===== config.mk =====
export PLATFORM = sky130hd
export DESIGN_NAME = cache_ram_arbiter
export DESIGN_NICKNAME = d
export VERILOG_FILES = /design/src/rtl/cache_ram_arbiter.sv
export SDC_FILE = /design/constraint.sdc
export NUM_CORES = 1
export LEC_CHECK = 0
export BUFFER_PORTS_ARGS = -buffer_cell sky130_fd_sc_hd__buf_2
export CAP_MARGIN = 20
export CORE_AREA = 2 2 172 174
export DETAILED_ROUTE_END_ITERATION = 10
export DIE_AREA = 0 0 174 176
export MAX_ROUTING_LAYER = met4
export PLACE_DENSITY = 0.59
export SETUP_SLACK_MARGIN = 0.1
export SLEW_MARGIN = 20
export SYNTH_ARGS = -nofsm -noshare
export SYNTH_HDL_FRONTEND = slang
export SYNTH_SLANG_ARGS = --single-unit

===== constraint.sdc =====
create_clock -name clk -period 2.1 [get_ports clk]
set_clock_uncertainty 0.1 [all_clocks]
set_input_delay 0.315 -clock clk [delete_from_list [all_inputs] [get_ports clk]]
set_output_delay 0.315 -clock clk [all_outputs]
set_load 0.005 [all_outputs]

===== src/rtl/cache_ram_arbiter.sv =====
`default_nettype none
// ============================================================================
// Module   : cache_ram_arbiter
// Purpose  : Shares the single cache-side RAM interface port between the
//            instruction cache (s0) and the data cache (s1). One request is
//            granted at a time, round-robin on contention; the read line and
//            the ack are returned only to the granted requester.
// Options  : define ARB_TIMEOUT_EN to build the GRANT watchdog
//            (TIMEOUT_CYCLES, 1..255), which completes a stuck request with
//            ack + err and a zeroed read line.
// Revision : 1.0 - initial release
// ============================================================================
module cache_ram_arbiter #(
    parameter int ADDR_SIZE      = 13,
    parameter int CASH_STR_WIDTH = 64,
    parameter int TIMEOUT_CYCLES = 255
) (
    input  logic                      clk,
    input  logic                      not_reset,
    // requester 0 (instruction cache)
    input  logic [ADDR_SIZE-1:0]      s0_addr,
    input  logic [CASH_STR_WIDTH-1:0] s0_wdata,
    input  logic                      s0_avalid,
    input  logic                      s0_rnw,
    output logic [CASH_STR_WIDTH-1:0] s0_rdata,
    output logic                      s0_ack,
    output logic                      s0_err,
    // requester 1 (data cache)
    input  logic [ADDR_SIZE-1:0]      s1_addr,
    input  logic [CASH_STR_WIDTH-1:0] s1_wdata,
    input  logic                      s1_avalid,
    input  logic                      s1_rnw,
    output logic [CASH_STR_WIDTH-1:0] s1_rdata,
    output logic                      s1_ack,
    output logic                      s1_err,
    // downstream RAM interface
    output logic [ADDR_SIZE-1:0]      m_addr,
    output logic [CASH_STR_WIDTH-1:0] m_wdata,
    output logic                      m_avalid,
    output logic                      m_rnw,
    input  logic [CASH_STR_WIDTH-1:0] m_rdata,
    input  logic                      m_ack
);

    typedef enum logic [1:0] {
        ST_IDLE  = 2'd0,
        ST_GRANT = 2'd1,
        ST_RESP  = 2'd2
    } state_t;

    state_t                    state_q,    state_d;
    // last_grant doubles as "current winner" while in GRANT/RESP
    logic                      last_grant_q, last_grant_d;
    logic [ADDR_SIZE-1:0]      m_addr_q,   m_addr_d;
    logic [CASH_STR_WIDTH-1:0] m_wdata_q,  m_wdata_d;
    logic                      m_rnw_q,    m_rnw_d;
    logic                      m_avalid_q, m_avalid_d;
    logic [CASH_STR_WIDTH-1:0] s0_rdata_q, s0_rdata_d;
    logic [CASH_STR_WIDTH-1:0] s1_rdata_q, s1_rdata_d;
    logic                      s0_ack_q,   s0_ack_d;
    logic                      s1_ack_q,   s1_ack_d;
    logic                      pick;

`ifdef ARB_TIMEOUT_EN
    localparam logic [7:0] TMO_LAST = 8'(TIMEOUT_CYCLES - 1);
    logic [7:0]                tmo_cnt_q,  tmo_cnt_d;
    logic                      s0_err_q,   s0_err_d;
    logic                      s1_err_q,   s1_err_d;
`endif

    // Next-state, arbitration and response logic
    always_comb begin
        state_d      = state_q;
        last_grant_d = last_grant_q;
        m_addr_d     = m_addr_q;
        m_wdata_d    = m_wdata_q;
        m_rnw_d      = m_rnw_q;
        m_avalid_d   = 1'b0;
        s0_rdata_d   = s0_rdata_q;
        s1_rdata_d   = s1_rdata_q;
        s0_ack_d     = 1'b0;
        s1_ack_d     = 1'b0;
        // on contention the requester that did not win last time goes next
        pick         = (s0_avalid && s1_avalid) ? ~last_grant_q : s1_avalid;
`ifdef ARB_TIMEOUT_EN
        tmo_cnt_d    = tmo_cnt_q;
        s0_err_d     = 1'b0;
        s1_err_d     = 1'b0;
`endif
        case (state_q)
            ST_IDLE: begin
                if (s0_avalid || s1_avalid) begin
                    last_grant_d = pick;
                    m_addr_d     = pick ? s1_addr  : s0_addr;
                    m_wdata_d    = pick ? s1_wdata : s0_wdata;
                    m_rnw_d      = pick ? s1_rnw   : s0_rnw;
                    m_avalid_d   = 1'b1;
                    state_d      = ST_GRANT;
`ifdef ARB_TIMEOUT_EN
                    tmo_cnt_d    = 8'd0;
`endif
                end
            end
            ST_GRANT: begin
                m_avalid_d = 1'b1;
                if (m_ack) begin
                    // a completion arriving with the timeout still wins
                    if (m_rnw_q) begin
                        if (last_grant_q) s1_rdata_d = m_rdata;
                        else              s0_rdata_d = m_rdata;
                    end
                    s0_ack_d   = ~last_grant_q;
                    s1_ack_d   = last_grant_q;
                    m_avalid_d = 1'b0;
                    state_d    = ST_RESP;
                end
`ifdef ARB_TIMEOUT_EN
                else if (tmo_cnt_q == TMO_LAST) begin
                    if (last_grant_q) s1_rdata_d = '0;
                    else              s0_rdata_d = '0;
                    s0_ack_d   = ~last_grant_q;
                    s1_ack_d   = last_grant_q;
                    s0_err_d   = ~last_grant_q;
                    s1_err_d   = last_grant_q;
                    m_avalid_d = 1'b0;
                    state_d    = ST_RESP;
                end else begin
                    tmo_cnt_d  = tmo_cnt_q + 8'd1;
                end
`endif
            end
            ST_RESP: begin
                // requests are deliberately not sampled here
                state_d = ST_IDLE;
            end
            default: begin
                state_d = ST_IDLE;
            end
        endcase
    end

    // State and output registers, cleared asynchronously
    always_ff @(posedge clk or negedge not_reset) begin
        if (!not_reset) begin
            state_q      <= ST_IDLE;
            last_grant_q <= 1'b1;
            m_addr_q     <= '0;
            m_wdata_q    <= '0;
            m_rnw_q      <= 1'b0;
            m_avalid_q   <= 1'b0;
            s0_rdata_q   <= '0;
            s1_rdata_q   <= '0;
            s0_ack_q     <= 1'b0;
            s1_ack_q     <= 1'b0;
        end else begin
            state_q      <= state_d;
            last_grant_q <= last_grant_d;
            m_addr_q     <= m_addr_d;
            m_wdata_q    <= m_wdata_d;
            m_rnw_q      <= m_rnw_d;
            m_avalid_q   <= m_avalid_d;
            s0_rdata_q   <= s0_rdata_d;
            s1_rdata_q   <= s1_rdata_d;
            s0_ack_q     <= s0_ack_d;
            s1_ack_q     <= s1_ack_d;
        end
    end

`ifdef ARB_TIMEOUT_EN
    // Watchdog counter and error pulse registers
    always_ff @(posedge clk or negedge not_reset) begin
        if (!not_reset) begin
            tmo_cnt_q <= 8'd0;
            s0_err_q  <= 1'b0;
            s1_err_q  <= 1'b0;
        end else begin
            tmo_cnt_q <= tmo_cnt_d;
            s0_err_q  <= s0_err_d;
            s1_err_q  <= s1_err_d;
        end
    end

    assign s0_err = s0_err_q;
    assign s1_err = s1_err_q;
`else
    assign s0_err = 1'b0;
    assign s1_err = 1'b0;
`endif

    assign s0_rdata = s0_rdata_q;
    assign s1_rdata = s1_rdata_q;
    assign s0_ack   = s0_ack_q;
    assign s1_ack   = s1_ack_q;
    assign m_addr   = m_addr_q;
    assign m_wdata  = m_wdata_q;
    assign m_avalid = m_avalid_q;
    assign m_rnw    = m_rnw_q;

endmodule
`default_nettype wire


# ---- Yosys cells after proc, flatten, opt, wreduce, memory -nomap -nowiden
# Index checks and enable logic that the tools add are counted.
dict set report totals {
  reg_bits 212
  wordCells 35
}
dict set report classes {
  n_eq_ne 3
  n_mux 14
  bitwise_logic 1
  n_reduce_logical 7
}
# operator n
set ops {}
lappend ops {{64-bit 2-to-1 mux} 1}
lappend ops {{13-bit 2-to-1 mux} 1}
lappend ops {{1-bit 2-to-1 mux} 8}
lappend ops {{4-bit AND reduction} 2}
lappend ops {{2-bit 2-to-1 mux} 2}
lappend ops {{2-bit != test, second input constant} 2}
lappend ops {{2-bit one-hot mux with 2 select lines} 1}
lappend ops {{2-bit AND reduction} 2}
lappend ops {{2-bit by 1-bit == test with 1-bit output, second input constant} 1}
lappend ops {{2-bit logical NOT} 1}
lappend ops {{1-bit one-hot mux with 2 select lines} 1}
lappend ops {{1-bit logical AND} 1}
lappend ops {{1-bit logical OR} 1}
lappend ops {{1-bit inverter} 1}

# ---- Depth between registers and ports, before layout
dict set report logic_depth {
  ltp_word 3
  depth_mapped 6
  mapped_depth_nobuf 3
}

# ---- Worst setup path before layout
# OpenSTA, ideal clock, no wires.
dict set report synth_timing {
  path_type {flip-flop to flip-flop}
  start {reg last_grant_q}
  end {reg m_wdata_q[41] (netlist: m_wdata[41])}
  setup_ns 0.125
  arrival_ns 1.579
  setup_slack_ns 0.296
  stages_incl_launch_ff 7
  n_path_buf 3
  synth_period_minus_slack_ns 1.804
  cell_sequence {dfstp_2 a21bo_1 buf_6 buf_6 buf_6 mux2_4 mux2_4}
}
dict set report synth_between {
  elab_chain_cells 3
}
# element line_no
set synth_lines {}
lappend synth_lines {{from (decl)} 53} ;# logic last_grant_q, last_grant_d;
lappend synth_lines {{from (signal assigned)} 157} ;# last_grant_q <= last_grant_d;
lappend synth_lines {{1-bit inverter (no source line)} --}
lappend synth_lines {{1-bit 2-to-1 mux} 84} ;# pick = (s0_avalid && s1_avalid) ? ~last_grant_q : s1_avalid;
lappend synth_lines {{64-bit 2-to-1 mux} 95} ;# m_wdata_d = pick ? s1_wdata : s0_wdata;
lappend synth_lines {{to (signal assigned)} 159} ;# m_wdata_q <= m_wdata_d;
lappend synth_lines {{to (decl)} 55} ;# logic [CASH_STR_WIDTH-1:0] m_wdata_q, m_wdata_d;
# No other way between the ends.
# A chain may end at the register's enable or synchronous reset.

# ---- Worst setup path after layout
dict set report layout_timing {
  start {reg state_q[1]}
  end {reg s0_rdata_q[60] (netlist: s0_rdata[60])}
}
dict set report layout_between {
  elab_chain_cells 2
}
# element line_no
set layout_lines {}
lappend layout_lines {{from (decl)} 51} ;# state_t state_q, state_d;
lappend layout_lines {{from (signal assigned)} 156} ;# state_q <= state_d;
lappend layout_lines {{2-bit by 1-bit == test with 1-bit output} 90} ;# case (state_q)
lappend layout_lines {{4-bit AND reduction (no source line)} --}
lappend layout_lines {{to (signal assigned)} 162} ;# s0_rdata_q <= s0_rdata_d;
lappend layout_lines {{to (decl)} 58} ;# logic [CASH_STR_WIDTH-1:0] s0_rdata_q, s0_rdata_d;
# No other way between the ends.

==> summary.md <==
| Metric | Value |
|---|---|
| TritonCTS clock tree | `built` |
| Fraction of power consumed by the clock network | `approximately a quarter` |
| Maximum number of pins on one net before global-route repair | `56` |
| Required time at the endpoint of the critical path | `approximately 2.4 ns` |
| Count of vias placed by the detailed router | `between 6,000 and 7,000` |
| Layout overhead on the synthesized area | `48.24%` |
| Clock buffer count from CTS | `24` |
| Part of the cycle the worst path needs | `approximately nine tenths` |
| Timing-limited maximum frequency | `518.0 MHz` |
| Worst slew margin | `about two thirds` |
| Vias in the first global route | `6,813` |
| Effective utilization at floorplan | `between 30% and 40%` |
| FF+latch count, synth | `212` |
| Number of design rule violations left after detail routing | `0` |
| Combinational share of power | `37.4%` |
| Number of instances in the placed design | `between 1,000 and 1,500` |
| Total overflow reported by the global router | `0` |
| Register share of total power | `about two fifths` |
| Gr usage total | `roughly 16%` |
| Area of the die | `approximately 31,000 um^2` |
| Count of standard-cell rows | `62` |
| Antenna violations before repair | `0` |
| Global-route wire length before repair | `roughly 38,000 um` |
| Reported net switching power | `approximately 5.3 mW` |
| Arrival time at the worst endpoint | `2.22 ns` |
| Gp weighted congestion | `a little under 0.8` |
| Seq/Total Area, Yosys | `59.44%` |
| Total wirelength of the detailed-routed design | `around 25,000 um` |
| Number of inserted filler cells in the final layout | `roughly 2,600` |
| Area of the multi-input gates | `between 3000 and 4000 um^2` |
| Post-route ant nets | `0` |
| Instance count of the mapped netlist | `around 540` |
| Avg Synthesized Cell Area | `approximately 16 um^2` |
| Fraction of layout instances using a drive strength above 1 | `between 70% and 80%` |
| Clk root buf | `sky130_fd_sc_hd__clkbuf_16` |
| Count of H-tree levels built during CTS | `1` |
| Total leakage power | `between 6 and 7 nW` |
| Worst ir drop on vdd | `around 700 uV` |
| Cell internal pwr | `around 13 mW` |
| Setup fix buffers added after clock tree synthesis | `0` |
| TritonCTS sink count | `212` |
| End of the worst hold path | `m_wdata[10]` |
| Worst-case register-to-register setup slack | `approximately 0.17 ns` |
| Setup-violating endpoint count in the final report | `0` |
| Total count of hold-check failures in the final report | `0` |
| YS warnings | `0` |
| Sum of negative setup slack | `0 ns` |
| # port buffers | `between 400 and 500` |
| RSZ-0062 raised after global routing | `yes` |
| Final instance count without filler cells | `1,469` |
| Total I/O pin count | `~440` |
| Routed vias/inst | `4.367` |
| R2R depth | `4` |
| Capture instance of the worst register-to-register path | `s0_rdata[60]` |
| Minimum period implied by the final worst setup slack | `just under 2 ns` |
| Power density cells | `about 1400 nW/um^2` |
| Synthesized area | `between 8000 and 9000 um^2` |
| Transition time of the tightest slew-check pin | `slightly above 0.5 ns` |
| Drt initial violations | `~220` |
| Hold path depth | `3` |
| Clock buffer depth | `3` |
| Sw frac | `29.03%` |
| Clock network latency to the later pin of the worst-skew pair | `0.50 ns` |
| Post-DR wirelength/cell | `about 17 um` |
| Kind of end point of the critical path | `flop` |
| DPL Wire Length | `between 15,000 and 20,000 um` |
| Critical Path Source Type | `flop` |
| Launch point of the worst reg-to-reg path | `state_q[1]` |
| Placeable core area | `between 20,000 and 30,000 um^2` |
| Count of unique library cells instantiated by Yosys | `20` |
| Storage element area | `5306 um^2` |
| Hold path start | `s1_wdata[10]` |
| Max-slew violation count | `0` |
| Width of the chip | `around 170 um` |
| Biggest fanout along the worst timing path | `17` |
| Final hold slack | `approximately 0.06 ns` |
| Total number of nets in the final design | `1,294` |
| Vertical extent of the die | `176 um` |
| Post-CTS clock slew at the launch and capture registers of the worst setup and hold paths | `~0.06 ns` |
| Run status | `complete, no violations` |
| ANT cells | `0` |
| Classification of the worst-slack hold path | `in2reg` |
| Length of the first detailed-routing pass in iterations | `4` |
| Number of max-cap violations | `0` |
| Critical path start-end classification | `reg2reg` |
## power groups by stage
stage	Sequential, mW	Combinational [mW]	Clock, mW
final	7.13	6.82	4.29
after global routing	7.43	7.36	4.59
after CTS	7.14	6.94	4.42
after detailed placement	7.19	6.83	0
after global placement	7.14	6.74	0
after floorplan	7.36	3.25	0
## per-stage QoR
| step | setup slack (ns) | power (mW) | area [um^2] | util [%] |
|---|---|---|---|---|
| floorplan | 0.2963 | 10.61 | 8931 | - |
| detailed placement | 0.1456 | 14.02 | 11760 | 41.19 |
| CTS | 0.1356 | 18.50 | 13230 | 46.33 |
| finish | 0.1696 | 18.24 | 13230 | 46.36 |
| global placement | 0.1750 | 13.88 | 11760 | 41.19 |
| global route | 0.09880 | 19.38 | 13230 | 46.36 |
## metal layers
layer  up-vias  wire (um)  global-route usage [%]
met5         -          0                       -
met4         0        907                   5.392
met3        51       1451                   3.208
met2       249      12460                   28.05
met1      3121       9830                   18.71
li1       2994          -                       -
## registers in the layout (all words and copies together), names as in the netlist
register / flops
s1_ack: 1
m_avalid: 1
state_q: 2
m_rnw: 1
m_wdata: 64
s1_rdata: 64
s0_ack: 1
last_grant_q: 1
m_addr: 13
s0_rdata: 64
## cell usage after synthesis, drive strengths merged
| library cell | n | share of area [%] |
|---|---|---|
| a21bo | 1 | 0.11 |
| and2 | 2 | 0.14 |
| and3 | 1 | 0.13 |
| and3b | 1 | 0.098 |
| buf | 33 | 2.6 |
| conb | 1 | 0.042 |
| dfrtp | 211 | 59 |
| dfstp | 1 | 0.29 |
| inv | 1 | 0.042 |
| mux2 | 284 | 37 |
| mux2i | 1 | 0.11 |
| nand3 | 1 | 0.11 |
| nor2 | 1 | 0.042 |
| nor3 | 1 | 0.11 |
| nor3b | 1 | 0.084 |
| or2 | 2 | 0.14 |
## cells in the final DEF, fill, tap and decap left out, drive strengths merged
| cell type | count |
|---|---|
| nor3 | 1 |
| dfstp | 1 |
| nor2 | 1 |
| conb | 2 |
| clkinv | 3 |
| mux2 | 284 |
| buf | 466 |
| a21bo | 1 |
| dfrtp | 211 |
| nand3 | 1 |
| or2 | 2 |
| nor3b | 1 |
| clkinvlp | 1 |
| mux2i | 1 |
| clkbuf | 36 |
| and3 | 1 |
| and3b | 1 |
| dlygate4sd3 | 65 |
| and2 | 2 |
| inv | 1 |
| bufinv | 3 |
## cell type report
cell class | instances | area share (%)
Tap cell | 384 | 3.631
Clock buffer | 35 | 5.313
Sequential cell | 212 | 40.10
Clock inverter | 7 | 0.8509
Timing Repair Buffer | 532 | 24.33
Multi-Input combinational cell | 298 | 25.75
Inverter | 1 | 0.02836
## critical path, stage by stage (launching register included)
cell	delay (ns)
sky130_fd_sc_hd__dfrtp_1	0.41
sky130_fd_sc_hd__and3b_1	0.35
sky130_fd_sc_hd__and3_4	0.39
sky130_fd_sc_hd__buf_12	0.21
sky130_fd_sc_hd__mux2_2	0.35
## what timing repair did
item                                    in CTS  in global routing
hold buffers                                65                  0
endpoints found under the hold margin      173                  0
gates resized for setup                      0                  1
endpoints found under the setup margin       0                 16
## worst max path at each step
stage | start | to | depth (start not counted)
after CTS | state_q[1] | s1_rdata[53] | 4
after global placement | state_q[1] | s1_rdata[59] | 4
after floorplan | last_grant_q | m_wdata[41] | 6
after detailed placement | state_q[1] | s1_rdata[53] | 4
final | state_q[1] | s0_rdata[60] | 4
after global routing | state_q[1] | s0_rdata[60] | 4
## cell families after synthesis
family	after synthesis	synth area share [%]
buffers and inverters	34	2.649
AO/OA/AOI/OAI	1	0.1121
multiplexers	285	36.90
flip-flops	212	59.44
other	1	0.04201
AND/OR/NAND/NOR	10	0.8549
Power figures use the tool's default switching activity.
